`config.mk`:
```
export PLATFORM = sky130hd
export DESIGN_NAME = ps2_mouse_rx
export DESIGN_NICKNAME = d
export VERILOG_FILES = /design/src/rtl/ps2_mouse_rx.sv
export SDC_FILE = /design/constraint.sdc
export NUM_CORES = 1
export LEC_CHECK = 0
export CAP_MARGIN = 0
export CORE_ASPECT_RATIO = 0.7
export CORE_MARGIN = 10
export CORE_UTILIZATION = 23
export CTS_CLUSTER_SIZE = 14
export DETAILED_ROUTE_END_ITERATION = 10
export PLACE_DENSITY = 0.49
export REMOVE_ABC_BUFFERS = 1
export SYNTH_ARGS = -nofsm -noshare
export SYNTH_HDL_FRONTEND = slang
export SYNTH_SLANG_ARGS = --single-unit
```
`constraint.sdc`:
```
create_clock -name clk -period 3.8 [get_ports clk]
set_clock_uncertainty 0.1 [all_clocks]
set_input_delay 0.76 -clock clk [delete_from_list [all_inputs] [get_ports clk]]
set_output_delay 0.76 -clock clk [all_outputs]
set_load 0.01 [all_outputs]
```
`src/rtl/ps2_mouse_rx.sv`:
```
// PS/2 mouse receiver: pin synchroniser, clock deglitch filter,
// 11-bit frame deserialiser and 3/4-byte packet decoder.
module ps2_mouse_rx #(
    parameter int PKT_BYTES   = 3,
    parameter int SYNC_STAGES = 2,
    parameter int FILTER_LEN  = 8,
    parameter int BIT_TIMEOUT = 10000,
    parameter int PKT_TIMEOUT = 100000
) (
    input  logic       clk,
    input  logic       rst_n,
    input  logic       ps2_clk,
    input  logic       ps2_data,
    output logic       byte_valid,
    output logic [7:0] byte_data,
    output logic       pkt_valid,
    output logic [2:0] btn,
    output logic [8:0] dx,
    output logic [8:0] dy,
    output logic       x_ovf,
    output logic       y_ovf,
    output logic [3:0] dz,
    output logic       parity_err,
    output logic       frame_err,
    output logic       sync_err
);

    localparam int FW = $clog2(FILTER_LEN + 1);
    localparam int BW = $clog2(BIT_TIMEOUT + 1);
    localparam int PW = $clog2(PKT_TIMEOUT + 1);

    typedef enum logic [1:0] {
        IDLE,
        DATA,
        PARITY,
        STOP
    } state_t;

    logic [SYNC_STAGES-1:0] clk_sync_q;
    logic [SYNC_STAGES-1:0] dat_sync_q;
    logic                   s_clk;
    logic                   s_dat;

    logic          fclk_q, fclk_d;
    logic [FW-1:0] fcnt_q, fcnt_d;
    logic          fall_q;
    logic          fdat_q;

    state_t        state_q, state_d;
    logic [7:0]    sh_q, sh_d;
    logic [2:0]    bcnt_q, bcnt_d;
    logic          par_q, par_d;
    logic [BW-1:0] btmr_q, btmr_d;
    logic          bv_d, pe_d, fe_d;
    logic [7:0]    bd_d;

    logic          byte_valid_q;
    logic [7:0]    byte_data_q;
    logic          parity_err_q;
    logic          frame_err_q;

    logic [1:0]    idx_q;
    logic [7:0]    pb_q [4];
    logic [7:0]    pkt_w [4];
    logic [PW-1:0] ptmr_q;
    logic          pkt_valid_q;
    logic          sync_err_q;
    logic [2:0]    btn_q;
    logic [8:0]    dx_q, dy_q;
    logic          x_ovf_q, y_ovf_q;
    logic [3:0]    dz_q;
    logic          unused_bits;

    assign s_clk = clk_sync_q[SYNC_STAGES-1];
    assign s_dat = dat_sync_q[SYNC_STAGES-1];

    // Shift both asynchronous pins through the synchroniser chains.
    always_ff @(posedge clk or negedge rst_n) begin
        if (!rst_n) begin
            clk_sync_q <= '1;
            dat_sync_q <= '1;
        end else begin
            clk_sync_q <= {clk_sync_q[SYNC_STAGES-2:0], ps2_clk};
            dat_sync_q <= {dat_sync_q[SYNC_STAGES-2:0], ps2_data};
        end
    end

    // Filtered clock follows the pin only after a run of equal samples.
    always_comb begin
        fclk_d = fclk_q;
        fcnt_d = '0;
        if (s_clk != fclk_q) begin
            if (fcnt_q == FW'(FILTER_LEN - 1)) begin
                fclk_d = s_clk;
            end else begin
                fcnt_d = fcnt_q + FW'(1);
            end
        end
    end

    // Filter state, falling-edge strobe and the data sample that goes with it.
    always_ff @(posedge clk or negedge rst_n) begin
        if (!rst_n) begin
            fclk_q <= 1'b1;
            fcnt_q <= '0;
            fall_q <= 1'b0;
            fdat_q <= 1'b1;
        end else begin
            fclk_q <= fclk_d;
            fcnt_q <= fcnt_d;
            fall_q <= fclk_q & ~fclk_d;
            fdat_q <= s_dat;
        end
    end

    // Frame FSM next state: deserialise, check parity/stop, bit timeout.
    always_comb begin
        state_d = state_q;
        sh_d    = sh_q;
        bcnt_d  = bcnt_q;
        par_d   = par_q;
        btmr_d  = '0;
        bv_d    = 1'b0;
        pe_d    = 1'b0;
        fe_d    = 1'b0;
        bd_d    = byte_data_q;
        if (state_q != IDLE && !fall_q) begin
            btmr_d = btmr_q + BW'(1);
        end
        unique case (state_q)
            IDLE: begin
                if (fall_q && !fdat_q) begin
                    sh_d    = '0;
                    bcnt_d  = '0;
                    state_d = DATA;
                end
            end
            DATA: begin
                if (fall_q) begin
                    sh_d   = {fdat_q, sh_q[7:1]};
                    bcnt_d = bcnt_q + 3'd1;
                    if (bcnt_q == 3'd7) begin
                        state_d = PARITY;
                    end
                end
            end
            PARITY: begin
                if (fall_q) begin
                    par_d   = fdat_q;
                    state_d = STOP;
                end
            end
            STOP: begin
                if (fall_q) begin
                    state_d = IDLE;
                    if (!fdat_q) begin
                        fe_d = 1'b1;
                    end else if (^{par_q, sh_q}) begin
                        bv_d = 1'b1;
                        bd_d = sh_q;
                    end else begin
                        pe_d = 1'b1;
                    end
                end
            end
            default: state_d = IDLE;
        endcase
        if (!fall_q && state_q != IDLE && btmr_q == BW'(BIT_TIMEOUT)) begin
            fe_d    = 1'b1;
            btmr_d  = '0;
            state_d = IDLE;
        end
    end

    // Frame FSM registers and registered byte/error outputs.
    always_ff @(posedge clk or negedge rst_n) begin
        if (!rst_n) begin
            state_q      <= IDLE;
            sh_q         <= '0;
            bcnt_q       <= '0;
            par_q        <= 1'b0;
            btmr_q       <= '0;
            byte_valid_q <= 1'b0;
            byte_data_q  <= '0;
            parity_err_q <= 1'b0;
            frame_err_q  <= 1'b0;
        end else begin
            state_q      <= state_d;
            sh_q         <= sh_d;
            bcnt_q       <= bcnt_d;
            par_q        <= par_d;
            btmr_q       <= btmr_d;
            byte_valid_q <= bv_d;
            byte_data_q  <= bd_d;
            parity_err_q <= pe_d;
            frame_err_q  <= fe_d;
        end
    end

    // Packet view with the incoming byte dropped into its slot.
    always_comb begin
        for (int i = 0; i < 4; i++) begin
            pkt_w[i] = (idx_q == 2'(i)) ? byte_data_q : pb_q[i];
        end
    end

    assign unused_bits = ^{pkt_w[0][3], pkt_w[3][7:4]};

    // Packet assembler: byte0 sync, slot fill, decode, error and timeout drop.
    always_ff @(posedge clk or negedge rst_n) begin
        if (!rst_n) begin
            idx_q       <= '0;
            ptmr_q      <= '0;
            pkt_valid_q <= 1'b0;
            sync_err_q  <= 1'b0;
            btn_q       <= '0;
            dx_q        <= '0;
            dy_q        <= '0;
            x_ovf_q     <= 1'b0;
            y_ovf_q     <= 1'b0;
            dz_q        <= '0;
            for (int i = 0; i < 4; i++) begin
                pb_q[i] <= '0;
            end
        end else begin
            pkt_valid_q <= 1'b0;
            sync_err_q  <= 1'b0;
            if (parity_err_q || frame_err_q) begin
                idx_q  <= '0;
                ptmr_q <= '0;
            end else if (byte_valid_q) begin
                ptmr_q <= '0;
                if (idx_q == 2'd0 && !byte_data_q[3]) begin
                    sync_err_q <= 1'b1;
                end else begin
                    pb_q[idx_q] <= byte_data_q;
                    if (idx_q == 2'(PKT_BYTES - 1)) begin
                        idx_q       <= '0;
                        pkt_valid_q <= 1'b1;
                        btn_q       <= pkt_w[0][2:0];
                        dx_q        <= {pkt_w[0][4], pkt_w[1]};
                        dy_q        <= {pkt_w[0][5], pkt_w[2]};
                        x_ovf_q     <= pkt_w[0][6];
                        y_ovf_q     <= pkt_w[0][7];
                        dz_q        <= (PKT_BYTES == 4) ? pkt_w[3][3:0] : 4'h0;
                    end else begin
                        idx_q <= idx_q + 2'd1;
                    end
                end
            end else if (idx_q != 2'd0) begin
                if (ptmr_q == PW'(PKT_TIMEOUT)) begin
                    idx_q  <= '0;
                    ptmr_q <= '0;
                end else begin
                    ptmr_q <= ptmr_q + PW'(1);
                end
            end else begin
                ptmr_q <= '0;
            end
        end
    end

    assign byte_valid = byte_valid_q;
    assign byte_data  = byte_data_q;
    assign parity_err = parity_err_q;
    assign frame_err  = frame_err_q;
    assign pkt_valid  = pkt_valid_q;
    assign sync_err   = sync_err_q;
    assign btn        = btn_q;
    assign dx         = dx_q;
    assign dy         = dy_q;
    assign x_ovf      = x_ovf_q;
    assign y_ovf      = y_ovf_q;
    assign dz         = dz_q;

endmodule

```
==> summary.txt <==
Clk_lat worst skew: 340 ps
Status: finished clean
Critical-path top delay cell: clkdlybuf4s50_1
Placement Cell Area: 5490 um2
Clk sinks: 109
VDD IR max: 0.239 mV
Number of flops mapped to enable cells by yosys: 0
WL met2: 4000 um
Core Area: 20700 um2
Util after Layout: 0.280
Minimum clock period: 2310 ps
1st-iter DRT viols: 129
Share of cells above drive strength 1: 0.131
CTS Root Cell: clkbuf_16
Arrival time worst endpoint: 1450 ps
Most frequent cells in the layout: 103 x dfrtp_1, 39 x nor2_1, 38 x clkdlybuf4s50_1
Die Span Y: 141 um
Worst hold path class: reg -> reg
Detailed-routed wire length on met3: 402 um
Crit path largest cell delay: 600 ps
CTS resizes: 0
Clock Path Buffers: 2
Final Wtd Congestion: 0.814
Setup slack at placement: 1600 ps
CTS tree: built
Synth Cell Area: 4840 um2
Final WS setup: 1490 ps
Commonest non-fill, non-tap cell in the layout: dfrtp_1
Antenna-violating nets left: 0
Register bit total from synthesis: 109
Remaining Overflow, GRT: 0
Slew @ Worst Pin: 745 ps
CTS clk-pin slew, worst paths: 80 ps
Post-CTS Setup Bufs: 0
Fmax: 0.433 GHz
Crit path cell chain: clkdlybuf4s50_1
Bufs and invs on worst path: 1
Row count: 44
# H-tree levels: 3
CP Class: reg -> out
Ratio of total power to cell area: 444 nW/um2
Post-synth cell types: 51
RSZ-0062 raised after global routing: false
Die ar.: 27300 um2
TritonCTS buffer count: 9
Worst Setup End Kind: output port
Gr usage total: 0.0714
Detail Placement HPWL: 6420 um
Nets: 438
Synthesis-to-finish area growth: 19.6%
CP Launch Type: register
Final routed DRC violation total: 0
Critical Path RT: 2940 ps
DRT Wirelength: 9250 um
Inserted Diodes: 0
Pin count of the biggest net entering global routing: 110
Die W: 193 um
Initial antenna violation count: 0
Max-cap violations: 0
Max Fanout on Critical Path: 6
Top Metal Used: met4
Worst slew margin: 0.501
Total negative slack: 0 ps
Fin crit share: 0.607
Avg Inst Size Synth: 12.5 um2
Finished Cell Area: 5790 um2
Primary FF master, synth: dfrtp_1
Max Slew Vio Count: 0
# hold bufs at CTS: 0
Vias: 2968
Initial core utilization: 0.234
Port bufs: 39
Metal1 wirelength: 4730 um
Ys Warns: 0
Drt first pass iters: 4
DR vias/cell: 4.22
Cell count after synthesis: 387
Register area share after synthesis: 0.565
Delay-heaviest family, CP: buffers and inverters
Final-report setup violation count: 0
Fraction of registers with async set/reset: 1.00
Number of global-route vias before repair: 3055
I/O Pins: 44
Wire length per cell: 13.2 um
First-pass GRT wire length: 16200 um
Fin. Hold Viols: 0
Static Leak: 2.62 nW
-- sequential cells by signal, indices dropped and copies added, names as in the netlist, 3 cells and up --
signal,count
bcnt_q,3
btn,3
btmr_q,14
dy,9
pb_q,15
sh_q,8
dx,9
ptmr_q,17
fcnt_q,4
byte_data,8
-- where the power goes --
group | switching, mW | total (mW) | internal [mW]
Clock | 0.450 | 0.930 | 0.481
Combinational | 0.208 | 0.353 | 0.145
Sequential | 0.0641 | 1.28 | 1.22
Total | 0.722 | 2.57 | 1.85
-- stage by stage --
step / hold WS [ps] / total power, mW / std cells
finish: 257 / 2.57 / 703
global placement: 246 / 1.64 / 687
floorplan: 245 / 1.55 / 369
global route: 261 / 2.72 / 703
detailed placement: 247 / 1.66 / 687
CTS: 258 / 2.61 / 703
-- cell type report --
cell class              count  area (um2)
multi-input cells         250        1950
fillers                  2156       14900
well taps                 276         345
repair buffers             42         423
clock inverters             6        61.3
clock buffers              10         239
flip-flops and latches    109        2740
inverters                  10        37.5
-- final timing paths --
| check | depth (start not counted) | end | from | slack (ps) |
|---|---|---|---|---|
| max | 1 | byte_data[3] | byte_data[3] | 1490 |
| min | 0 | clk_sync_q[1] | clk_sync_q[0] | 260 |
| max reg2reg | 4 | btmr_q[11] | btmr_q[11] | 1590 |
| min reg2reg | 0 | clk_sync_q[1] | clk_sync_q[0] | 260 |
| max in group asynchronous | 2 | idx_q[1] | rst_n | 2750 |
| min in group asynchronous | 2 | btmr_q[3] | rst_n | 370 |
-- Yosys cell counts, drive strengths merged (3+ instances only) --
library cell | count | area, um2
nor2 | 39 | 146
nor3 | 5 | 25.0
mux2 | 49 | 582
a21oi | 3 | 15.0
and4 | 5 | 43.8
nor2b | 3 | 18.8
dfrtp | 103 | 2580
o211ai | 4 | 30.0
clkbuf | 7 | 26.3
nand2 | 17 | 66.3
buf | 14 | 106
and3 | 4 | 25.0
inv | 10 | 37.5
or4 | 3 | 22.5
dfstp | 6 | 158
xor2 | 16 | 140
o21ai | 4 | 20.0
a22o | 9 | 78.8
ha | 12 | 150
nor4 | 5 | 31.3
nand4 | 13 | 81.3
xnor2 | 15 | 131
nand3 | 15 | 75.1
-- cell families after synthesis --
| logic type | after synthesis | share of synthesized area |
|---|---|---|
| simple gates | 123 | 0.133 |
| compound gates | 28 | 0.0442 |
| fa+ha+maj | 12 | 0.0310 |
| flops | 109 | 0.565 |
| xor+xnor | 33 | 0.0657 |
| mux | 50 | 0.125 |
| other cells | 1 | 0.000775 |
| buf+inv | 31 | 0.0352 |
-- routing by layer --
metal | global-route usage | vias up
met5 | 0 | -
met1 | 0.0966 | 1485
li1 | - | 1420
met2 | 0.105 | 55
met4 | 0.0212 | 0
met3 | 0.0250 | 8
Power figures use the tool's default switching activity.
